**config.mk**
```make
export PLATFORM = sky130hd
export DESIGN_NAME = spi_device_fifo
export DESIGN_NICKNAME = d
export VERILOG_FILES = /design/src/rtl/spi_device_fifo.sv
export SDC_FILE = /design/constraint.sdc
export NUM_CORES = 1
export LEC_CHECK = 0
export ABC_CLOCK_PERIOD_IN_PS = 7700
export BUFFER_PORTS_ARGS = -buffer_cell sky130_fd_sc_hd__buf_2
export CAP_MARGIN = 10
export CORE_UTILIZATION = 55
export DETAILED_ROUTE_END_ITERATION = 10
export GPL_ROUTABILITY_DRIVEN = 0
export GPL_TIMING_DRIVEN = 0
export PLACE_DENSITY = 0.8
export SYNTH_ARGS = -nofsm -noshare
export SYNTH_HDL_FRONTEND = slang
export SYNTH_SLANG_ARGS = --single-unit
export TNS_END_PERCENT = 30
```
**constraint.sdc**
```tcl
create_clock -name clk -period 7.7 [get_ports clk]
set_input_delay 0.77 -clock clk [delete_from_list [all_inputs] [get_ports clk]]
set_output_delay 0.77 -clock clk [all_outputs]
set_load 0.01 [all_outputs]
```
**src/rtl/spi_device_fifo.sv**
```systemverilog
// SPI device shifter (WIDTH/CPOL/CPHA parameterised) with a TX FIFO and an RX valid/ready holding register.
// Pin-to-action latency SYNC_STAGES+1 clk; tx_ready drops when the FIFO is full, an unaccepted rx word drops the next one.
module spi_device_fifo #(
   parameter int WIDTH       = 8,
   parameter int CPOL        = 0,
   parameter int CPHA        = 0,
   parameter int TX_DEPTH    = 4,
   parameter int SYNC_STAGES = 2
) (
   input  logic                              clk,
   input  logic                              reset,
   input  logic                              spi_sck,
   input  logic                              spi_cs,
   input  logic                              spi_sdi,
   output logic                              spi_sdo,
   output logic [WIDTH-1:0]                  rx_data,
   output logic                              rx_valid,
   input  logic                              rx_ready,
   input  logic [WIDTH-1:0]                  tx_data,
   input  logic                              tx_valid,
   output logic                              tx_ready,
   output logic [$clog2(TX_DEPTH+1)-1:0]     tx_level,
   output logic                              busy,
   output logic                              tx_underrun,
   output logic                              rx_overrun,
   input  logic                              clear_flags
);
   localparam int LW = $clog2(TX_DEPTH + 1);
   localparam int PW = $clog2(TX_DEPTH);
   localparam int CW = $clog2(WIDTH + 1);
   localparam logic            CPOL_B   = (CPOL != 0);
   localparam logic [CW-1:0]   CNT_FULL = CW'(WIDTH);
   localparam logic [CW-1:0]   CNT_LAST = CW'(WIDTH - 1);
   localparam logic [LW-1:0]   LVL_FULL = LW'(TX_DEPTH);

   typedef enum logic [1:0] {WAIT_IDLE, IDLE, ACTIVE} state_t;

   logic [SYNC_STAGES-1:0] sck_sync_q, cs_sync_q, sdi_sync_q;
   logic                   sck_hist_q, cs_hist_q;
   logic                   sck_s, sck_p, lead, trail, cs_s, cs_fall, sdi_s;

   state_t                 state_q;
   logic [CW-1:0]          cnt_q;
   logic [WIDTH-1:0]       tx_shift_q, rx_shift_q, rx_data_q;
   logic                   done_q, rx_valid_q, tx_underrun_q, rx_overrun_q;
   logic                   load, sample, shift, complete;

   logic [WIDTH-1:0]       mem_q [TX_DEPTH];
   logic [PW-1:0]          wr_ptr_q, rd_ptr_q;
   logic [LW-1:0]          level_q, level_d;
   logic                   push, pop, und_set, ovr_set;

   // Synchronisers; the sck chain resets to the idle level so no edge is seen out of reset.
   always_ff @(posedge clk) begin
      if (reset) begin
         sck_sync_q <= {SYNC_STAGES{CPOL_B}};
         cs_sync_q  <= '0;
         sdi_sync_q <= '0;
         sck_hist_q <= CPOL_B;
         cs_hist_q  <= 1'b0;
      end else begin
         sck_sync_q <= {sck_sync_q[SYNC_STAGES-2:0], spi_sck};
         cs_sync_q  <= {cs_sync_q[SYNC_STAGES-2:0], spi_cs};
         sdi_sync_q <= {sdi_sync_q[SYNC_STAGES-2:0], spi_sdi};
         sck_hist_q <= sck_sync_q[SYNC_STAGES-1];
         cs_hist_q  <= cs_sync_q[SYNC_STAGES-1];
      end
   end

   assign sck_s   = sck_sync_q[SYNC_STAGES-1] ^ CPOL_B;
   assign sck_p   = sck_hist_q ^ CPOL_B;
   assign lead    = sck_s & ~sck_p;
   assign trail   = ~sck_s & sck_p;
   assign cs_s    = cs_sync_q[SYNC_STAGES-1];
   assign cs_fall = ~cs_s & cs_hist_q;
   assign sdi_s   = sdi_sync_q[SYNC_STAGES-1];

   always_comb begin
      load     = 1'b0;
      sample   = 1'b0;
      shift    = 1'b0;
      complete = 1'b0;
      if (state_q == IDLE && cs_fall) begin
         load = 1'b1;
      end else if (state_q == ACTIVE && !cs_s) begin
         if (CPHA == 0) begin
            if (lead) begin
               sample = 1'b1;
            end else if (trail) begin
               if (cnt_q == CNT_FULL) begin
                  complete = 1'b1;
                  load     = 1'b1;
               end else begin
                  shift = 1'b1;
               end
            end
         end else begin
            if (lead && cnt_q != '0) begin
               shift = 1'b1;
            end else if (trail) begin
               sample = 1'b1;
               if (cnt_q == CNT_LAST) begin
                  complete = 1'b1;
                  load     = 1'b1;
               end
            end
         end
      end
   end

   assign tx_ready = (level_q != LVL_FULL);
   assign push     = tx_valid && tx_ready;
   assign pop      = load && (level_q != '0);
   assign und_set  = load && (level_q == '0);
   assign ovr_set  = done_q && rx_valid_q && !rx_ready;

   always_comb begin
      level_d = level_q;
      if (push && !pop) level_d = level_q + 1'b1;
      else if (!push && pop) level_d = level_q - 1'b1;
   end

   always_ff @(posedge clk) begin
      if (reset) begin
         state_q    <= WAIT_IDLE;
         cnt_q      <= '0;
         tx_shift_q <= '0;
         rx_shift_q <= '0;
         done_q     <= 1'b0;
      end else begin
         case (state_q)
            WAIT_IDLE: if (cs_s) state_q <= IDLE;
            IDLE: begin
               if (cs_fall) begin
                  state_q <= ACTIVE;
                  cnt_q   <= '0;
               end
            end
            ACTIVE: begin
               if (cs_s) begin
                  state_q <= IDLE;
                  cnt_q   <= '0;
               end else if (complete) begin
                  cnt_q <= '0;
               end else if (sample) begin
                  cnt_q <= cnt_q + 1'b1;
               end
            end
            default: state_q <= WAIT_IDLE;
         endcase
         if (load) tx_shift_q <= pop ? mem_q[rd_ptr_q] : '0;
         else if (shift) tx_shift_q <= {tx_shift_q[WIDTH-2:0], 1'b0};
         if (sample) rx_shift_q <= {rx_shift_q[WIDTH-2:0], sdi_s};
         done_q <= complete;
      end
   end

   always_ff @(posedge clk) begin
      if (reset) begin
         rx_data_q     <= '0;
         rx_valid_q    <= 1'b0;
         tx_underrun_q <= 1'b0;
         rx_overrun_q  <= 1'b0;
      end else begin
         if (done_q) begin
            if (!ovr_set) begin
               rx_data_q  <= rx_shift_q;
               rx_valid_q <= 1'b1;
            end
         end else if (rx_ready) begin
            rx_valid_q <= 1'b0;
         end
         tx_underrun_q <= und_set | (tx_underrun_q & ~clear_flags);
         rx_overrun_q  <= ovr_set | (rx_overrun_q & ~clear_flags);
      end
   end

   always_ff @(posedge clk) begin
      if (reset) begin
         wr_ptr_q <= '0;
         rd_ptr_q <= '0;
         level_q  <= '0;
      end else begin
         if (push) wr_ptr_q <= wr_ptr_q + 1'b1;
         if (pop) rd_ptr_q <= rd_ptr_q + 1'b1;
         level_q <= level_d;
      end
   end

   always_ff @(posedge clk) begin
      if (push) mem_q[wr_ptr_q] <= tx_data;
   end

   assign spi_sdo     = tx_shift_q[WIDTH-1];
   assign rx_data     = rx_data_q;
   assign rx_valid    = rx_valid_q;
   assign tx_level    = level_q;
   assign busy        = (state_q == ACTIVE);
   assign tx_underrun = tx_underrun_q;
   assign rx_overrun  = rx_overrun_q;
endmodule
```
# After elaboration in Yosys (flattened, before gate mapping)
# Memory sizes are Yosys's and may differ from the RTL's. A register that Yosys moved wholly into a read port is not among the register bits.
# Index checks and enable logic that the tools add are counted.
[classes]
n_bitwise = 12
n_addsub = 5
n_eq_ne = 8
n_mul = 0
n_div = 0
shifts = 0
reduce_logical = 25
magnitude_cmp = 0
muxes = 34
[ops]
columns = ["op", "count"]
rows = [
  ["two-way mux 8 bit", 3],
  ["two-way mux 1 bit", 19],
  ["two-way mux 4 bit", 4],
  ["logical AND 1 bit", 9],
  ["two-way mux 2 bit", 4],
  ["one-hot mux 4 bit (2 select lines)", 1],
  ["nonzero test 2 bit", 4],
  ["two-way mux 3 bit", 2],
  ["AND reduction 2 bit", 3],
  ["AND 1 bit", 5],
  ["inverter 1 bit", 5],
  ["adder 2 x 1 -> 2 bit, second input constant", 2],
  ["adder 4 x 1 -> 4 bit, second input constant", 1],
  ["equality test 4 bit, second input constant", 1],
  ["logical NOT 1 bit", 4],
  ["!= test 2 bit, second input constant", 2],
  ["!= test 4 x 1 -> 1 bit, second input constant", 1],
  ["one-hot mux 2 bit (2 select lines)", 1],
  ["adder 3 x 1 -> 3 bit, second input constant", 1],
  ["logical NOT 3 bit", 1],
  ["!= test 3 bit, second input constant", 1],
  ["AND reduction 3 bit", 1],
  ["nonzero test 3 bit", 1],
  ["subtractor 3 x 1 -> 3 bit, second input constant", 1],
  ["6 further kinds", 7],
]
[word_totals]
ram_bits = 32
output_inout_bits = 17
inputBits = 16
regBits = 49
mem_bits_ro = 0
memories = 1
wordCells = 102
latchBits = 0
[mem_list]
columns = ["name", "depth", "word_bits", "read_ports", "rd_clocked_by_memory_dff", "write_ports", "line_no", "rtl"]
rows = [
  ["mem_q", 4, 8, 1, 1, 1, "48", "logic [WIDTH-1:0] mem_q [TX_DEPTH];"],
]

# Longest topological paths before layout
[depth]
depth_word = 10
mapped_depth = 13
ltp_nobuf = 11

# Worst setup path before layout
# OpenSTA, ideal clock, no wires.
[synth_timing]
kind = "reg2reg"
start = "register cnt_q[0]"
end = "register level_q[2], in the netlist tx_level[2]"
setup_ns = 0.070
t_required_ns = 7.630
period_less_slack_ns = 2.525
path_stages_with_launch = 14
path_buffers = 2
slack_ns = 5.175
arrival_ns = 2.455
cell_sequence = "dfxtp_1 -> inv_1 -> ha_1 -> nand3b_1 -> clkbuf_1 -> o22ai_1 -> buf_2 -> nand2_1 -> ha_1 -> inv_1 -> fa_1 -> xor2_1 -> or3_1 -> a21oi_1"
[synth_between]
elab_chain_cells = 10
[synth_rtl]
columns = ["item", "line_no", "rtl"]
rows = [
  ["start, declared", "43", "logic [CW-1:0] cnt_q;"],
  ["start signal, assigned", "146", "cnt_q <= cnt_q + 1'b1;"],
  ["equality test 4 bit *", "90", "if (cnt_q == CNT_FULL) begin"],
  ["two-way mux 1 bit *", "90", ""],
  ["two-way mux 1 bit *", "89", "end else if (trail) begin"],
  ["two-way mux 1 bit *", "87", "if (lead) begin"],
  ["two-way mux 1 bit *", "85", "end else if (state_q == ACTIVE && !cs_s) begin"],
  ["two-way mux 1 bit *", "83", "if (state_q == IDLE && cs_fall) begin"],
  ["logical AND 1 bit *", "113", "assign pop = load && (level_q != '0);"],
  ["logical NOT 1 bit", "119", "if (push && !pop) level_d = level_q + 1'b1;"],
  ["logical AND 1 bit", "119", ""],
  ["two-way mux 3 bit or nonzero test 2 bit (tied branches)", "--", ""],
  ["end signal, assigned", "186", "level_q <= level_d;"],
  ["end, declared", "50", "logic [LW-1:0] level_q, level_d;"],
]
# Mark *: on every way between the ends. The rest lies on a longest branch, timed or not.
# A chain may end at the register's enable or synchronous reset.

# Worst setup path after layout
# Same ends and word-level chain as after synthesis.

==> metrics.md <==
| Metric | Value |
|---|---|
| Status | finished, final reports clean |
| Crit Path Class | reg2reg |
| CP max-delay cell | dfxtp_1 |
| Critical Path RT | 7.98 ns |
| Total GRT Usage | 0.205 |
| Cells after DPL | around 390 |
| Routed len/inst | between 10 and 15 microns |
| Hold Crit Start | sck_sync_q[0] |
| Slew Limit Fails | 0 |
| Pleak | around 1.5 nW |
| Crit-path max FO | 10 |
| Least-Margin Pin Slew | approximately 0.54 ns |
| Hold WC Path Type | reg2reg |
| Initial antenna violation count | 0 |
| R2r endpoint | tx_level[2] |
| Total power | 0.915 mW |
| Layout area overhead | 14.0% |
| Share of cells above drive strength 1 | 0.192 |
| Die W | 80.2 microns |
| # hold bufs at CTS | 0 |
| Hold endpoint | sck_sync_q[1] |
| Most numerous cell in the Yosys netlist | dfxtp_1 |
| Die height | about 80 microns |
| Overflow after GRT | 0 |
| PnR worst setup slack | 4.72 ns |
| Reg2Reg Depth | 13 |
| DR iter-0 viols | between 70 and 80 |
| Largest delay contributor family on the critical path | adder cells |
| WHS Path Cells | 1 |
| WHS | about 0.44 ns |
| CP max stage delay | about 0.4 ns |
| Yosys warns | 0 |
| DRC Markers | 0 |
| TritonCTS buffer count | 9 |
| RSZ-0062 raised after global routing | false |
| Port Buffers | 31 |
| CP endpoint kind | register |
| Number of core rows | 28 |
| Cts repair resizes | 0 |
| CTS tree | done |
| Internal power | around 0.69 mW |
| CTS HTree Levels | 3 |
| Worst Path Arrival | about 3.3 ns |
| Maxcap violations | 0 |
| Setup bufs post-CTS | 0 |
| Vias/cell | around 5.4 |
| Crit path from | cnt_q[0] |
| Synthesized area | 3370 sq um |
| Dominant cell type by area after synthesis | dfxtp_1 |
| Antenna Cells | 0 |
| CTS clk-pin slew, worst paths | 0.09 ns |
| Vias in the first global route | 2113 |
| Syn Area/Cell | 12.0 sq um |
| Antenna Nets Post-Route | 0 |
| Synth area leaders | dfxtp_1 30%, edfxtp_1 29%, mux2i_1 5.4% |
| Fin crit period | around 3.0 ns |
| Dpl ws | between 4 and 5 ns |
| Slew HR | 0.638 |
| Cell Chain, Critical Path | inv_1 > ha_1 > nand3b_1 > clkbuf_1 > o22ai_1 > buf_2 > nand2_1 > ha_1 > inv_1 > fa_1 > xor2_1 > or3_1 > a21oi_1 |
| Sw Ratio | 0.241 |
| DR vias | about 2200 |
| FF-to-FF setup slack | 4.72 ns |
| Final WL | 5820 microns |
| CTS Buffer Depth | 2 |
| Pwr/cell area | approximately 240 nW/um^2 |
| Buf+Inv Stages, Crit Path | 4 |
| Core area | about 5900 sq um |
| Logic pwr share | 0.084 |
| Initial Util | 0.569 |
| Clk Latency, worst-skew pair | around 0.35 ns |
| Final non-filler cell total | just over 400 |
| Flops & latches, synth | 83 |
| First-pass GRT wire length | approximately 9700 microns |
| Skew final | roughly 0.011 ns |
| Fmax | ~340 MHz |
| EDFF count, synth | 32 |
| Async SR Flop Fraction | 0 |
| Clk sinks | just over 80 |
| Startpoint types | register |
| Ys flop type | dfxtp_1 |
| Sequential fraction of the synthesis area | 0.589 |
| Count of cell types in the netlist | 40 |
| Clock network fraction of design power | 0.379 |
| Post-synth top area share | 0.303 |
| Final HPWL DP | approximately 4000 microns |
| Fill count | ~450 |
| Switching power | between 0.2 and 0.25 mW |
| Flop pwr share | 0.538 |
| Root Buffer | clkbuf_8 |
| I/O pins | 33 |
| Die ar. | 6440 sq um |
| Worst r2r src | cnt_q[0] |
| Period utilization | 0.387 |
| Post-Syn Nets | between 300 and 400 |
| Drt pass-1 iters | 4 |
| Syn Inst Count | between 200 and 300 |
| Largest net degree at the start of global routing | 16 |
| Final net count | around 350 |
| Peak VDD IR | roughly 0.00015 V |
| Setup violations, final | 0 |
| Commonest cells post-synth | 51 x dfxtp_1, 36 x nor2_1, 32 x edfxtp_1, 18 x mux2i_1, 16 x a21oi_1 |
| Final hold violation count | 0 |
| Setup TNS | 0 ns |
logic make-up after synthesis:
kind of cell / after synthesis / synth area share
compound gates: 38 / 0.0691
xor+xnor: 3 / 0.00781
simple gates: 96 / 0.149
buf+inv: 23 / 0.0312
fa+ha+maj: 12 / 0.0468
flops: 83 / 0.589
mux: 26 / 0.107
cell type report:
class | instances | area, sq um | area share
Buffer | 14 | 71.3 | 0.0186
Clock buffer | 9 | 124 | 0.0323
Clock inverter | 7 | 100 | 0.0261
Inverter | 9 | 33.8 | 0.00880
Multi-Input combinational cell | 175 | 1280 | 0.333
Sequential cell | 83 | 1980 | 0.516
Tap cell | 75 | 93.8 | 0.0244
Timing Repair Buffer | 31 | 155 | 0.0404
power by group through the flow:
stage	Combinational [mW]	Clock (mW)	Sequential, mW
2_1_floorplan	0.0511	0	0.500
4_1_cts	0.0768	0.352	0.492
3_5_place_dp	0.0748	0	0.502
5_1_grt	0.0854	0.371	0.495
3_3_place_gp	0.0719	0	0.500
6_report	0.0764	0.346	0.492
worst max-delay path by stage:
stage                             end  cells after the start
after CTS                 tx_level[2]                     13
after global routing      tx_level[2]                     13
after global placement    tx_level[2]                     13
final                     tx_level[2]                     13
after detailed placement  tx_level[2]                     13
after floorplan           tx_level[2]                     13
metrics by stage:
stage                     utilization  area (sq um)
after floorplan                     -          3370
final                           0.649          3840
after global routing            0.649          3840
after detailed placement        0.611          3620
after CTS                       0.649          3840
after global placement          0.611          3620
state kept, by name, indices dropped and copies added (netlist names), named ones only:
name         flops
tx_shift_q       8
sdi_sync_q       2
sck_hist_q       1
rx_valid         1
sck_sync_q       2
cs_hist_q        1
cnt_q            4
tx_underrun      1
rx_shift_q       8
state_q          2
wr_ptr_q         2
cs_sync_q        2
rx_overrun       1
rx_data          8
rd_ptr_q         2
tx_level         3
done_q           1
mem_q           32
metal layers:
layer | share of wire | track usage | wire length, microns
met5 | 0 | 0 | 0
met2 | 0.48 | 0.326 | 2800
met3 | 0.035 | 0.0591 | 206
met1 | 0.46 | 0.259 | 2700
met4 | 0.019 | 0.0911 | 111
cells in the final DEF (no fill, tap or decap), drive strengths merged, types with 3 or more instances in the layout:
cell     n
a21oi   16
a31oi    3
and2     4
buf     37
clkbuf  17
dfxtp   51
edfxtp  32
ha      11
inv     11
mux2i   18
mux4     8
nand2   10
nand3   15
nor2    36
nor2b   14
o21ai    5
o31ai    8
or3      4
or4      3
No activity file was read; power rests on OpenSTA's default activity.
